===== src/rtl/game_pkg.sv =====
// game_pkg: game-wide types and screen constants shared by the sequencer, box register and obstacle logic.
package game_pkg;
    typedef enum logic [1:0] {IDLE, LOAD, RUN, DEAD} state_t;
    localparam int SCREEN_H = 120;
    localparam logic [6:0] DEF_Y_CEIL = 7'd0;
    localparam logic [6:0] DEF_Y_FLOOR = 7'(SCREEN_H - 1);
    localparam int SCORE_W = 8;
endpackage


===== src/rtl/tick_divider.sv =====
// tick_divider: free-running modulo-TICK_DIV counter with a synchronous clear and a wrap pulse.
module tick_divider #(
    parameter int TICK_DIV = 833333,
    localparam int CW = $clog2(TICK_DIV)
) (
    input  logic          clock,
    input  logic          reset,
    input  logic          clear,
    output logic [CW-1:0] count,
    output logic          tick_out
);
    localparam logic [CW-1:0] LAST = CW'(TICK_DIV - 1);

    logic [CW-1:0] count_q, count_d;

    always_comb begin
        tick_out = count_q == LAST;
        count_d = (clear || tick_out) ? '0 : count_q + 1'b1;
        count = count_q;
    end

    always_ff @(posedge clock) begin
        if (reset) count_q <= '0;
        else count_q <= count_d;
    end
endmodule


===== src/rtl/flight_sequencer.sv =====
// flight_sequencer: game tick generation, tap queueing, IDLE/LOAD/RUN/DEAD flow and scoring.
module flight_sequencer
    import game_pkg::*;
#(
    parameter int TICK_DIV = 833333,
    parameter int SCORE_TICKS = 60,
    parameter int DEAD_HOLD = 90,
    parameter logic [6:0] Y_CEIL = DEF_Y_CEIL,
    parameter logic [6:0] Y_FLOOR = DEF_Y_FLOOR
) (
    input  logic               clock,
    input  logic               reset,
    input  logic               tap_level,
    input  logic [6:0]         box_y,
    input  logic               hit,
    output logic               tick,
    output logic               flap,
    output logic               box_load,
    output logic               running,
    output logic               game_over,
    output logic [SCORE_W-1:0] score
);
    localparam int CW = $clog2(TICK_DIV);
    localparam int SW = $clog2(SCORE_TICKS + 1);
    localparam int HW = $clog2(DEAD_HOLD + 2);
    localparam logic [CW-1:0] DIV_LAST = CW'(TICK_DIV - 1);
    localparam logic [SW-1:0] SUB_LAST = SW'(SCORE_TICKS - 1);
    localparam logic [HW-1:0] HOLD_DONE = HW'(DEAD_HOLD);

    state_t             state_q, state_d;
    logic               tap_prev_q, tap_prev_d;
    logic               pending_q, pending_d;
    logic [SW-1:0]      sub_q, sub_d;
    logic [HW-1:0]      hold_q, hold_d;
    logic [SCORE_W-1:0] score_q, score_d;
    logic [CW-1:0]      div_count;
    logic               div_tick, div_clear, tap_edge, death, hold_done;

    tick_divider #(.TICK_DIV(TICK_DIV)) u_div (
        .clock    (clock),
        .reset    (reset),
        .clear    (div_clear),
        .count    (div_count),
        .tick_out (div_tick)
    );

    always_comb begin
        tap_edge = tap_level & ~tap_prev_q;
        death = hit | (box_y <= Y_CEIL) | (box_y >= Y_FLOOR);
        hold_done = hold_q == HOLD_DONE;
        div_clear = state_q == IDLE || state_q == LOAD;
    end

    always_ff @(posedge clock) begin
        if (reset) state_q <= IDLE;
        else state_q <= state_d;
    end

    always_comb begin
        state_d = state_q;
        case (state_q)
            IDLE: if (tap_edge) state_d = LOAD;
            LOAD: state_d = RUN;
            RUN: if (death) state_d = DEAD;
            DEAD: if (hold_done && tap_edge) state_d = LOAD;
            default: state_d = IDLE;
        endcase
    end

    always_comb begin
        tick = state_q == RUN && div_count == DIV_LAST;
        flap = tick & (pending_q | tap_edge);
        box_load = state_q == LOAD;
        running = state_q == RUN;
        game_over = state_q == DEAD;
        score = score_q;
    end

    // A tick consumes the queued tap; taps outside RUN are never queued.
    always_comb begin
        tap_prev_d = tap_level;
        pending_d = state_q == RUN && !tick && (pending_q || tap_edge);
        sub_d = state_q == LOAD ? '0 : tick ? (sub_q == SUB_LAST ? '0 : sub_q + 1'b1) : sub_q;
        score_d = state_q == LOAD ? '0
                : (tick && sub_q == SUB_LAST && score_q != '1) ? score_q + 1'b1 : score_q;
        hold_d = state_q != DEAD ? '0 : (div_tick && !hold_done) ? hold_q + 1'b1 : hold_q;
    end

    always_ff @(posedge clock) begin
        if (reset) begin
            tap_prev_q <= 1'b1;
            pending_q <= 1'b0;
            sub_q <= '0;
            hold_q <= '0;
            score_q <= '0;
        end else begin
            tap_prev_q <= tap_prev_d;
            pending_q <= pending_d;
            sub_q <= sub_d;
            hold_q <= hold_d;
            score_q <= score_d;
        end
    end
endmodule

===== config.mk =====
export PLATFORM = sky130hd
export DESIGN_NAME = flight_sequencer
export DESIGN_NICKNAME = d
export VERILOG_FILES = /design/src/rtl/game_pkg.sv /design/src/rtl/tick_divider.sv /design/src/rtl/flight_sequencer.sv
export SDC_FILE = /design/constraint.sdc
export NUM_CORES = 1
export LEC_CHECK = 0
export CORE_ASPECT_RATIO = 1.4
export CORE_UTILIZATION = 60
export CTS_BUF_LIST = sky130_fd_sc_hd__clkbuf_8
export CTS_CLUSTER_DIAMETER = 120
export DETAILED_ROUTE_END_ITERATION = 10
export PLACE_DENSITY_LB_ADDON = 0.05
export SETUP_SLACK_MARGIN = 0.4
export SLEW_MARGIN = 10
export SYNTH_ARGS = -nofsm -noshare
export SYNTH_HDL_FRONTEND = slang
export SYNTH_SLANG_ARGS = --single-unit

===== constraint.sdc =====
create_clock -name clock -period 3 [get_ports clock]
set_input_delay 0.6 -clock clock [delete_from_list [all_inputs] [get_ports clock]]
set_output_delay 0.6 -clock clock [all_outputs]
set_load 0.03 [all_outputs]

### Word-level counts from Yosys, hierarchy flattened

Cells that the tools add are included.

* output and inout bits: 13
* register bits after elaboration: 45
* logic and storage cells: 52
* input bits: 11

* $add $sub $neg: 4
* equality and inequality tests: 11
* reductions and logical operators: 17
* order comparisons: 2
* muxes and demuxes: 5
* bitwise logic cells: 6

Operators with widths (number)
* adder 20 x 1 -> 20 bit, second input constant: 1
* == test 20 bit, second input constant: 1
* adder 8 x 1 -> 8 bit, second input constant: 1
* != test 8 bit, second input constant: 1
* one-hot mux 2 bit (4 select lines): 1
* adder 7 x 1 -> 7 bit, second input constant: 1
* == test 7 bit, second input constant: 1
* greater-or-equal comparator 7 bit, second input constant: 1
* less-or-equal comparator 7 x 1 -> 1 bit, second input constant: 1
* logical AND 1 bit: 7
* adder 6 x 1 -> 6 bit, second input constant: 1
* == test 6 bit, second input constant: 1
* two-way mux 2 bit: 3
* two-way mux 6 bit: 1
* OR reduction 2 bit: 3
* == test 2 bit, second input constant: 2
* != test 2 x 1 -> 1 bit, second input constant: 2
* != test 2 bit, second input constant: 2
* logical OR 1 bit: 3
* OR 1 bit: 3
* AND reduction 3 bit: 1
* bitwise AND 1 bit: 2
* == test 2 x 1 -> 1 bit, second input constant: 1
* zero test 1 bit: 2
* other kinds (2): 2

### Depth between registers and ports, before layout

Gate-level depths: netlist of the first run.

* depth after elaboration: 5
* gate-level depth with buffers: 8
* depth with buffers taken out: 6

### Modules after synthesis

A second synthesis of the first run with hierarchy kept.

* cell total of the unflattened synthesis: 273
* area, all modules: 2367.3 um^2

By module, submodules not included
* flight_sequencer: sequential area each 500.5 um^2, times used 1, cells each 165, area an instance 1383.8 um^2
* tick_divider: sequential area each 400.4 um^2, times used 1, cells each 108, area an instance 983.4 um^2

### Least setup slack after synthesis of the first run

OpenSTA, ideal clock, no wires.

* path kind: register to output
* start: reg u_div.count_q[2] (netlist: u_div.count[2])
* end: out flap
* slack: 901 ps
* stages on the path, launching flop included: 6
* buffers on the path: 1
* data required time: 2400 ps
* arrival time: 1499 ps
* cells stage by stage: dfxtp_1 clkbuf_1 nor4b_1 and2_1 nand2_1 nor2_1

* longest elaborated chain between the ends: 3

Ends and longest elaborated chain
* from (decl): line tick_divider.sv:14 `logic [CW-1:0] count_q, count_d;`
* from (signal assigned): line tick_divider.sv:24 `else count_q <= count_d;`
* == test 20 bit: line flight_sequencer.sv:71 `tick = state_q == RUN && div_count == DIV_LAST;`
* logical AND 1 bit: line flight_sequencer.sv:71
* bitwise AND 1 bit: line flight_sequencer.sv:72 `flap = tick & (pending_q | tap_edge);`
* to (decl): line flight_sequencer.sv:17 `output logic flap,`

No other way between the ends.

### Final worst setup path of the first run

* start: reg u_div.count_q[2] (netlist: u_div.count[2])
* end: out tick

* longest elaborated chain between the ends: 2

Ends and longest elaborated chain
* == test 20 bit: line flight_sequencer.sv:71
* logical AND 1 bit: line flight_sequencer.sv:71
* to (decl): line flight_sequencer.sv:16 `output logic tick,`

No other way between the ends.

==> out/results.tsv, run 1 <==
stage	metric	value	unit
floorplanning	core area	3920	um^2
timing	Setup WS post-layout	549	ps
clocking	clock buffer depth	2	
floorplanning	Die ar.	4370	um^2
synth	post-synthesis sequential area ratio	36.6	%
pwr	Power Density	455	nW/um^2
timing	Max Slew Vio Count	0	
placed_design	worst slack, placed	206	ps
global_routing	gr usage total	26.9	%
timing	RSZ-0062 raised after global routing	false	
run_status	status	completed	
timing	Worst Skew	7.96	ps
timing	Final setup viols	0	
floorplanning	Die Y	77.8	um
timing	max_slew headroom	49.1	%
clocking	CTS H-tree lvls	2	
global_routing	number of global-route vias before repair	2157	
synth	Top FF cell, synth	dfxtp_1	
timing	Final Hold Viols	0	
worst_setup_path	Data arrival, critical path	1850	ps
layout	final net count	334	
timing	setup tns final	0	ps
clocking	Clock Sinks	45	
floorplanning	# rows	27	
synth	post-synth top area share	36.6	%
synth	Async SR Flop Fraction	0	%
synth	FF+latch count, synth	45	
global_routing	grt total ovfl	0	
worst_setup_path	r2r worst-path depth	6	
synth	Netlist cell types	44	
floorplanning	starting density of the core	62.8	%
global_routing	antenna violations before repair	0	
detailed_routing	via count	2211	
detailed_routing	WL/cell	15.3	um
synth	Yosys warning count	0	
global_routing	pin count of the biggest net entering global routing	23	
synth	Mapped Area	2460	um^2
worst_hold_path	worst hold path startpoint	hold_q[4]	
clocking	CTS clk-pin slew, worst paths	90	ps
detailed_routing	# DRC	0	
worst_setup_path	CP Capture Point	tick	
synth	largest area contributor in the netlist	dfxtp_1	
worst_setup_path	Crit Reg-Reg Endpoint	u_div.count[15]	
floorplanning	num ports	24	
global_routing	first-pass GRT wire length	9330	um
flow_run	Max Cap Viol	0	
detailed_routing	vias per std cell	6.21	
detailed_routing	Starting DRT DRC Count	165	
timing	fmax	408	MHz
layout	# diodes	0	
timing	Worst-Margin Slew	763	ps
detailed_routing	Final ANT Viol Nets	0	
clocking	TritonCTS Buffers	5	
placed_design	IO Port Bufs	23	
layout	post-route cell area	2830	um^2
placed_design	GP Congestion	0.820	
pwr	leakage power	0.944	nW
clocking	Clock Latency Late Sink	300	ps
floorplanning	Die Wd	56.1	um
worst_hold_path	Min-Delay Path Class	reg -> reg	
detailed_routing	routed wire length	5450	um
synth	Post-Syn Nets	310	
clocking	setup bufs post-CTS	0	
clocking	CTS root buffer	clkbuf_8	
synth	Mean Syn Cell Area	8.55	um^2
placed_design	Post-DP Area	2710	um^2
worst_setup_path	worst-path maximum fanout	8	
worst_setup_path	WS Path Type	reg -> out	
clocking	Post-CTS Hold Fix Bufs	0	
worst_setup_path	CP required	2400	ps
worst_setup_path	launch point of the worst reg-to-reg path	u_div.count[0]	
placed_design	dpl hpwl	4060	um
pwr	maximum vdd ir drop	0.410	mV
timing	Final Critical Period	2450	ps
synth	main area contributors after synthesis	dfxtp_1 (37%), ha_1 (5.6%), mux2i_1 (4.9%), nand4_1 (4.1%), nand2_1 (3.8%)	
clocking	TritonCTS clock tree	built	
layout	area delta synth->final	14.8	%
worst_setup_path	Crit. End Element	output pin	
layout	layout cells sized above 1	7.03	%
synth	number of synthesized flops with an enable pin	0	
worst_setup_path	critical path startpoint category	flip-flop	
timing	fin crit share	81.7	%
detailed_routing	drt first pass iters	4	
synth	Cells after Synth	288	
worst_setup_path	Worst R2R Setup Slack	690	ps
worst_setup_path	Worst Setup SP	u_div.count[2]	
metal layers:
layer / share of wire (%) / wire, um / track usage, %
met5: 0 / 0 / 0
met4: 3.2 / 173 / 15.6
met3: 2.9 / 157 / 5.17
met2: 53 / 2890 / 48.2
met1: 41 / 2230 / 28.9
stage by stage:
step / hold slack (ps) / util, % / instances / total power (W)
2_1_floorplan: 438 / - / 288 / 0.000807
3_3_place_gp: 449 / 69.2 / 348 / 0.000870
3_5_place_dp: 461 / 69.2 / 348 / 0.000875
4_1_cts: 474 / 72.0 / 356 / 0.00130
5_1_grt: 511 / 72.1 / 356 / 0.00136
6_report: 470 / 72.1 / 356 / 0.00129
cells in the final DEF, fill, tap and decap left out, types with 4 or more instances in the layout:
master	Yosys	layout
a21oi_1	12	12
o21ai_0	5	5
o31ai_1	7	7
ha_1	11	11
nand4_1	16	16
nor3_1	5	5
nor4_1	13	12
mux2i_1	12	12
xnor2_1	4	4
clkbuf_8	0	7
and4_1	4	4
or4_1	5	5
clkdlybuf4s50_1	0	21
nand3_1	16	16
nand2_1	25	25
inv_1	10	10
nand2b_1	10	10
and3_1	8	8
dfxtp_1	45	45
or3_1	8	8
xor2_1	8	8
nor2_1	22	22
cell families after synthesis:
group / synth area share, %
fa+ha+maj: 5.59
flops: 36.6
xor+xnor: 4.27
mux: 5.34
buf+inv: 3.51
simple gates: 34.1
compound gates: 10.6
cells in the mapped netlist (2+ instances only):
cell type,n
dfxtp_1,45
nand2_1,25
nor2_1,22
nand3_1,16
nand4_1,16
nor4_1,13
a21oi_1,12
mux2i_1,12
ha_1,11
inv_1,10
nand2b_1,10
and3_1,8
or3_1,8
xor2_1,8
o31ai_1,7
clkbuf_1,5
nor3_1,5
o21ai_0,5
or4_1,5
and4_1,4
xnor2_1,4
a311oi_1,3
and2_1,3
nor2b_1,3
nor4b_1,3
or2_2,3
a31oi_1,2
buf_6,2
nand4b_1,2
o31a_1,2
area by class of cell:
class	instances	area [um^2]
Tap cell	43	53.8
Clock buffer	7	96.3
Timing Repair Buffer	25	243
Multi-Input combinational cell	225	1490
Sequential cell	45	901
Inverter	10	37.5
Fill cell	339	1090
Clock inverter	1	8.76
worst min-delay path by stage:
| stage | depth (start not counted) | endpoint | slack (ps) |
|---|---|---|---|
| global route | 2 | hold_q[4] | 510 |
| floorplan | 2 | hold_q[4] | 440 |
| global placement | 2 | hold_q[4] | 450 |
| finish | 2 | hold_q[4] | 470 |
| CTS | 2 | hold_q[4] | 470 |
| detailed placement | 2 | hold_q[4] | 460 |
power by group:
group | switching [W] | internal [W] | total [W]
Clock | 0.000215 | 0.000213 | 0.000428
Sequential | 0.0000196 | 0.000613 | 0.000632
Combinational | 0.000135 | 0.0000902 | 0.000226
Total | 0.000370 | 0.000916 | 0.00129
sequential cells by signal (all words and copies together) (netlist names):
| signal | count |
|---|---|
| state_q | 2 |
| score | 8 |
| pending_q | 1 |
| u_div.count | 20 |
| hold_q | 7 |
| tap_prev_q | 1 |
| sub_q | 6 |
repair_timing:
item	CTS	global route
hold endpoints to repair	0	0
gates resized for setup	2	4
endpoints found under the setup margin	2	2
critical path, stage by stage (launching register included):
cell	delay [ps]
dfxtp_1	470
nor4b_2	310
and3_1	320
and2_1	170
dlymetal6s2s_1	290
Power figures use the tool's default switching activity.
==> run 2: changes to the inputs <==
--- a/config.mk
+++ b/config.mk
@@ -6,7 +6,7 @@
 export NUM_CORES = 1
 export LEC_CHECK = 0
 export CORE_ASPECT_RATIO = 1.4
-export CORE_UTILIZATION = 60
+export CORE_UTILIZATION = 59
 export CTS_BUF_LIST = sky130_fd_sc_hd__clkbuf_8
 export CTS_CLUSTER_DIAMETER = 120
 export DETAILED_ROUTE_END_ITERATION = 10
==> constraint.sdc (replaced) <==
create_clock -name clock -period 2.4 [get_ports clock]
set_input_delay 0.48 -clock clock [delete_from_list [all_inputs] [get_ports clock]]
set_output_delay 0.48 -clock clock [all_outputs]
set_load 0.03 [all_outputs]
==> out/results.tsv, run 2 (synthesized netlist as in run 1, its figures left out) <==
stage	metric	value	unit
timing	fmax	470	MHz
layout	most frequent cells in the layout	dfxtp_1 (39), nand2_1 (25), nor2_1 (21), clkdlybuf4s50_1 (17)	
layout	most common cell after layout, fill and taps aside	dfxtp_1	
layout	area delta synth->final	20.9	%
detailed_routing	WL/cell	16.0	um
pwr	leakage power	1.01	nW
floorplanning	starting density of the core	62.3	%
flow_run	Max Cap Viol	0	
layout	layout cells sized above 1	16.7	%
floorplanning	core area	3950	um^2
worst_setup_path	Crit Reg-Reg Endpoint	score[7]	
timing	max_slew headroom	55.6	%
global_routing	gr usage total	27.4	%
detailed_routing	via count	2325	
worst_hold_path	Endpoint, Worst Hold	hold_q[4]	
layout	final instance count without filler cells	366	
clocking	TritonCTS clock tree	built	
worst_setup_path	worst-path maximum fanout	11	
placed_design	GP Congestion	0.854	
global_routing	number of global-route vias before repair	2208	
clocking	Clock Sinks	45	
worst_setup_path	WS Path Type	reg -> reg	
timing	Setup WS post-layout	274	ps
worst_setup_path	Worst R2R Setup Slack	270	ps
global_routing	pin count of the biggest net entering global routing	23	
worst_setup_path	critical path startpoint category	flip-flop	
floorplanning	Die ar.	4440	um^2
clocking	CTS clk-pin slew, worst paths	80	ps
timing	Final Critical Period	2130	ps
timing	setup tns final	0	ps
floorplanning	num ports	24	
pwr	maximum vdd ir drop	0.504	mV
clocking	CTS H-tree lvls	2	
worst_setup_path	Data arrival, critical path	2360	ps
placed_design	IO Port Bufs	23	
worst_setup_path	Crit. End Element	flip-flop	
global_routing	grt total ovfl	0	
clocking	clock buffer depth	2	
floorplanning	# rows	27	
detailed_routing	routed wire length	5840	um
timing	Worst-Margin Slew	664	ps
clocking	Clock Latency Late Sink	300	ps
floorplanning	Die Y	78.4	um
timing	RSZ-0062 raised after global routing	true	
global_routing	first-pass GRT wire length	9710	um
layout	max reg flops	20	
timing	Hold Worst Slack	469	ps
worst_hold_path	worst hold path startpoint	hold_q[4]	
timing	Max Slew Vio Count	0	
worst_hold_path	Min-Delay Path Class	reg -> reg	
placed_design	dpl hpwl	3950	um
layout	final net count	346	
worst_setup_path	CP required	2630	ps
worst_hold_path	hold path depth	2	
placed_design	Post-Place Cells	352	
timing	fin crit share	88.6	%
clocking	CTS root buffer	clkbuf_8	
worst_setup_path	launch point of the worst reg-to-reg path	u_div.count[1]	
pwr	Power Density	519	nW/um^2
timing	Worst Skew	8.18	ps
layout	# diodes	0	
placed_design	worst slack, placed	237	ps
detailed_routing	Starting DRT DRC Count	95	
detailed_routing	Final ANT Viol Nets	0	
floorplanning	Die Wd	56.6	um
clocking	TritonCTS Buffers	5	
run_status	status	completed	
detailed_routing	# DRC	0	
layout	Final Core Density	75.3	%
timing	Final Hold Viols	0	
timing	Final setup viols	0	
worst_setup_path	r2r worst-path depth	6	
detailed_routing	drt first pass iters	4	
detailed_routing	vias per std cell	6.35	
global_routing	antenna violations before repair	0	
## run 2: cell count changes in the layout (fill, tap and decap cells not counted), moves of 4 or more
| cell | before | now |
|---|---|---|
| dfxtp_2 | 0 | 4 |
| nor4_1 | 12 | 7 |
| buf_4 | 2 | 13 |
| clkdlybuf4s50_1 | 21 | 17 |
| dfxtp_1 | 45 | 39 |
| nor4_2 | 1 | 6 |
## run 2: layout make-up
cell class	instances	area, um^2
Tap cell	43	53.8
Clock buffer	5	68.8
Inverter	10	42.5
Multi-Input combinational cell	226	1570
Sequential cell	45	913
Fill cell	301	977
Clock inverter	1	5.00
Timing Repair Buffer	36	325
## run 2: repair_timing
action,CTS,global route
hold buffers,0,0
endpoints found under the hold margin,0,0
cloned,0,1
pin swaps,7,5
setup endpoints to repair,21,34
gates resized for setup,25,11
buffers inserted,4,3
## run 2: per-layer routing
layer | vias up | part of all wire [%] | GRT usage, %
li1 | 1140 | - | -
met1 | 1133 | 41 | 28.5
met2 | 40 | 54 | 51.6
met3 | 12 | 3.4 | 6.26
met4 | 0 | 2.1 | 11.2
met5 | - | 0 | 0
## run 2: worst max path at each step
stage	cells past startpoint	endpoint	slack [ps]	from
detailed placement	5	state_q[0]	240	box_y[4]
global route	4	score[7]	180	u_div.count[13]
finish	6	score[7]	270	u_div.count[1]
CTS	7	flap	270	u_div.count[1]
global placement	5	state_q[0]	250	box_y[3]
floorplan	5	flap	420	u_div.count[2]
## run 2: critical path, stage by stage, from the launching register on
cell	delay, ps
dfxtp_4	360
inv_4	50
ha_4	120
nand4b_1	180
or4_2	790
nor4_2	350
mux2i_1	210
## run 2: report_power, final
part           total [W]  switching (W)  internal [W]
logic           0.000316       0.000189      0.000127
clock network   0.000435       0.000243      0.000192
registers       0.000792      0.0000219      0.000770
total            0.00154       0.000454       0.00109
## run 2: stage by stage
step / instance area [um^2] / power, W
final: 2980 / 0.00154
after global routing: 2980 / 0.00162
after CTS: 2910 / 0.00155
after detailed placement: 2740 / 0.00110
after global placement: 2740 / 0.00109
after floorplan: 2460 / 0.00101
==> run 3: changes to the inputs <==
--- a/config.mk
+++ b/config.mk
@@ -8,10 +8,9 @@
 export CORE_ASPECT_RATIO = 1.4
 export CORE_UTILIZATION = 59
 export CTS_BUF_LIST = sky130_fd_sc_hd__clkbuf_8
-export CTS_CLUSTER_DIAMETER = 120
 export DETAILED_ROUTE_END_ITERATION = 10
 export PLACE_DENSITY_LB_ADDON = 0.05
-export SETUP_SLACK_MARGIN = 0.4
+export SETUP_SLACK_MARGIN = 0.02
 export SLEW_MARGIN = 10
 export SYNTH_ARGS = -nofsm -noshare
 export SYNTH_HDL_FRONTEND = slang
==> out/results.tsv, run 3 (synthesized netlist as in run 1, its figures left out) <==
stage	metric	value	unit
global_routing	gr usage total	26.4	%
timing	fmax	447	MHz
clocking	Clock Latency Late Sink	290	ps
layout	area of the multi-input gates	1470	um^2
clocking	Clock Sinks	45	
detailed_routing	drt first pass iters	4	
placed_design	GP Congestion	0.854	
worst_hold_path	worst hold path startpoint	hold_q[4]	
run_status	status	completed	
global_routing	routing usage on met3	5.11	%
clocking	TritonCTS Buffers	5	
layout	filler instances	335	
timing	Worst Skew	4.47	ps
layout	area delta synth->final	14.3	%
pwr	leakage power	0.945	nW
global_routing	first-pass GRT wire length	9310	um
layout	most common cell after layout, fill and taps aside	dfxtp_1	
floorplanning	Die Y	78.4	um
clocking	CTS H-tree lvls	2	
timing	RSZ-0062 raised after global routing	false	
placed_design	worst slack, placed	237	ps
placed_design	IO Port Bufs	23	
global_routing	pin count of the biggest net entering global routing	23	
clocking	CTS root buffer	clkbuf_8	
timing	fin crit share	93.2	%
worst_setup_path	Data arrival, critical path	1760	ps
detailed_routing	WL/cell	14.9	um
worst_setup_path	r2r worst-path depth	6	
worst_setup_path	critical path startpoint category	flip-flop	
detailed_routing	via count	2205	
worst_hold_path	Min-Delay Path Class	reg -> reg	
timing	Worst-Margin Slew	645	ps
pwr	Reg power frac	52.3	%
worst_setup_path	Worst R2R Setup Slack	230	ps
layout	final net count	338	
timing	max_slew headroom	56.8	%
worst_setup_path	CP required	1920	ps
worst_setup_path	Crit. End Element	output pin	
pwr	maximum vdd ir drop	0.457	mV
detailed_routing	# DRC	0	
clocking	clock buffer depth	2	
worst_setup_path	launch point of the worst reg-to-reg path	u_div.count[0]	
worst_hold_path	hold path depth	2	
floorplanning	Die ar.	4440	um^2
detailed_routing	Starting DRT DRC Count	68	
global_routing	antenna violations before repair	0	
timing	setup tns final	0	ps
worst_setup_path	WS Path Type	reg -> out	
layout	Reg area	901	um^2
floorplanning	Die Wd	56.6	um
detailed_routing	routed wire length	5340	um
clocking	Gates resized, CTS repair	0	
worst_setup_path	Crit Reg-Reg Endpoint	hold_q[3]	
pwr	Power Density	539	nW/um^2
worst_setup_path	worst-path maximum fanout	6	
worst_hold_path	Endpoint, Worst Hold	hold_q[4]	
pwr	P_sw	0.000438	W
timing	Final Hold Viols	0	
clocking	CTS clk-pin slew, worst paths	80	ps
timing	Hold Worst Slack	466	ps
timing	Final Critical Period	2240	ps
detailed_routing	vias per std cell	6.16	
layout	max reg flops	20	
layout	most frequent cells in the layout	dfxtp_1 (45), nand2_1 (25), nor2_1 (22), clkdlybuf4s50_1 (20)	
timing	Setup WS post-layout	163	ps
timing	Max Slew Vio Count	0	
global_routing	grt met2 use	49.5	%
flow_run	Max Cap Viol	0	
timing	Final setup viols	0	
clocking	TritonCTS clock tree	built	
global_routing	number of global-route vias before repair	2143	
layout	# diodes	0	
placed_design	dpl hpwl	3950	um
pwr	Clk pwr share	28.7	%
clocking	setup bufs post-CTS	0	
detailed_routing	Final ANT Viol Nets	0	
floorplanning	core area	3950	um^2
global_routing	met1 Usage GRT	27.8	%
pwr	sw frac	28.9	%
global_routing	grt total ovfl	0	
global_routing	gr busiest metal	met2	
floorplanning	num ports	24	
floorplanning	# rows	27	
floorplanning	starting density of the core	62.3	%
pwr	Int Power	0.00108	W
clocking	Post-CTS Hold Fix Bufs	0	
layout	layout cells sized above 1	7.30	%
pwr	combinational power share	19.1	%
-- run 3: changes by cell type in the layout (fill, tap and decap cells not counted), moves of 4 or more --
cell / delta
dfxtp_1: +6
buf_4: -5
nor4_1: +6
dfxtp_2: -4
nor4_2: -6
-- run 3: area by class of cell --
cell class | count | area share, %
multi-input cells | 225 | 52.4
flip-flops and latches | 45 | 32.0
clock inverters | 1 | 0.178
clock buffers | 5 | 2.45
inverters | 10 | 1.33
repair buffers | 29 | 9.70
well taps | 43 | 1.91
-- run 3: worst max-delay path, cell delays in order, from the launching register on --
cell,delay (ps)
dfxtp_1,370
nor4b_1,410
and2_1,270
nand2_1,90
nor2_1,150
buf_4,180
-- run 3: worst max path at each step --
stage	from	slack, ps	cells past startpoint	endpoint
after global placement	box_y[3]	250	5	state_q[0]
after global routing	u_div.count[17]	30	5	flap
final	u_div.count[17]	160	5	flap
after detailed placement	box_y[4]	240	5	state_q[0]
after CTS	state_q[1]	100	3	box_load
after floorplan	u_div.count[2]	420	5	flap
-- run 3: metrics by stage --
stage               power, W  area, um^2  cells  utilization [%]
global route         0.00160        2810    358             71.2
CTS                  0.00153        2810    358             71.1
floorplan            0.00101        2460    288                -
global placement     0.00109        2740    352             69.2
finish               0.00151        2810    358             71.2
detailed placement   0.00110        2740    352             69.2
-- run 3: metal layers --
metal  share of wire (%)  wire [um]  vias to the layer above
met2                  54       2880                       27
met3                 2.1        112                       10
met1                  41       2220                     1043
met5                   0          0                        -
met4                 2.4        128                        0
li1                    -          -                     1125
-- run 3: power by group through the flow --
stage               clock network, W  registers (W)  logic, W
finish                      0.000435       0.000792  0.000289
global route                0.000479       0.000796  0.000322
CTS                         0.000447       0.000791  0.000293
detailed placement                 0       0.000809  0.000292
global placement                   0       0.000808  0.000286
floorplan                          0       0.000802  0.000206
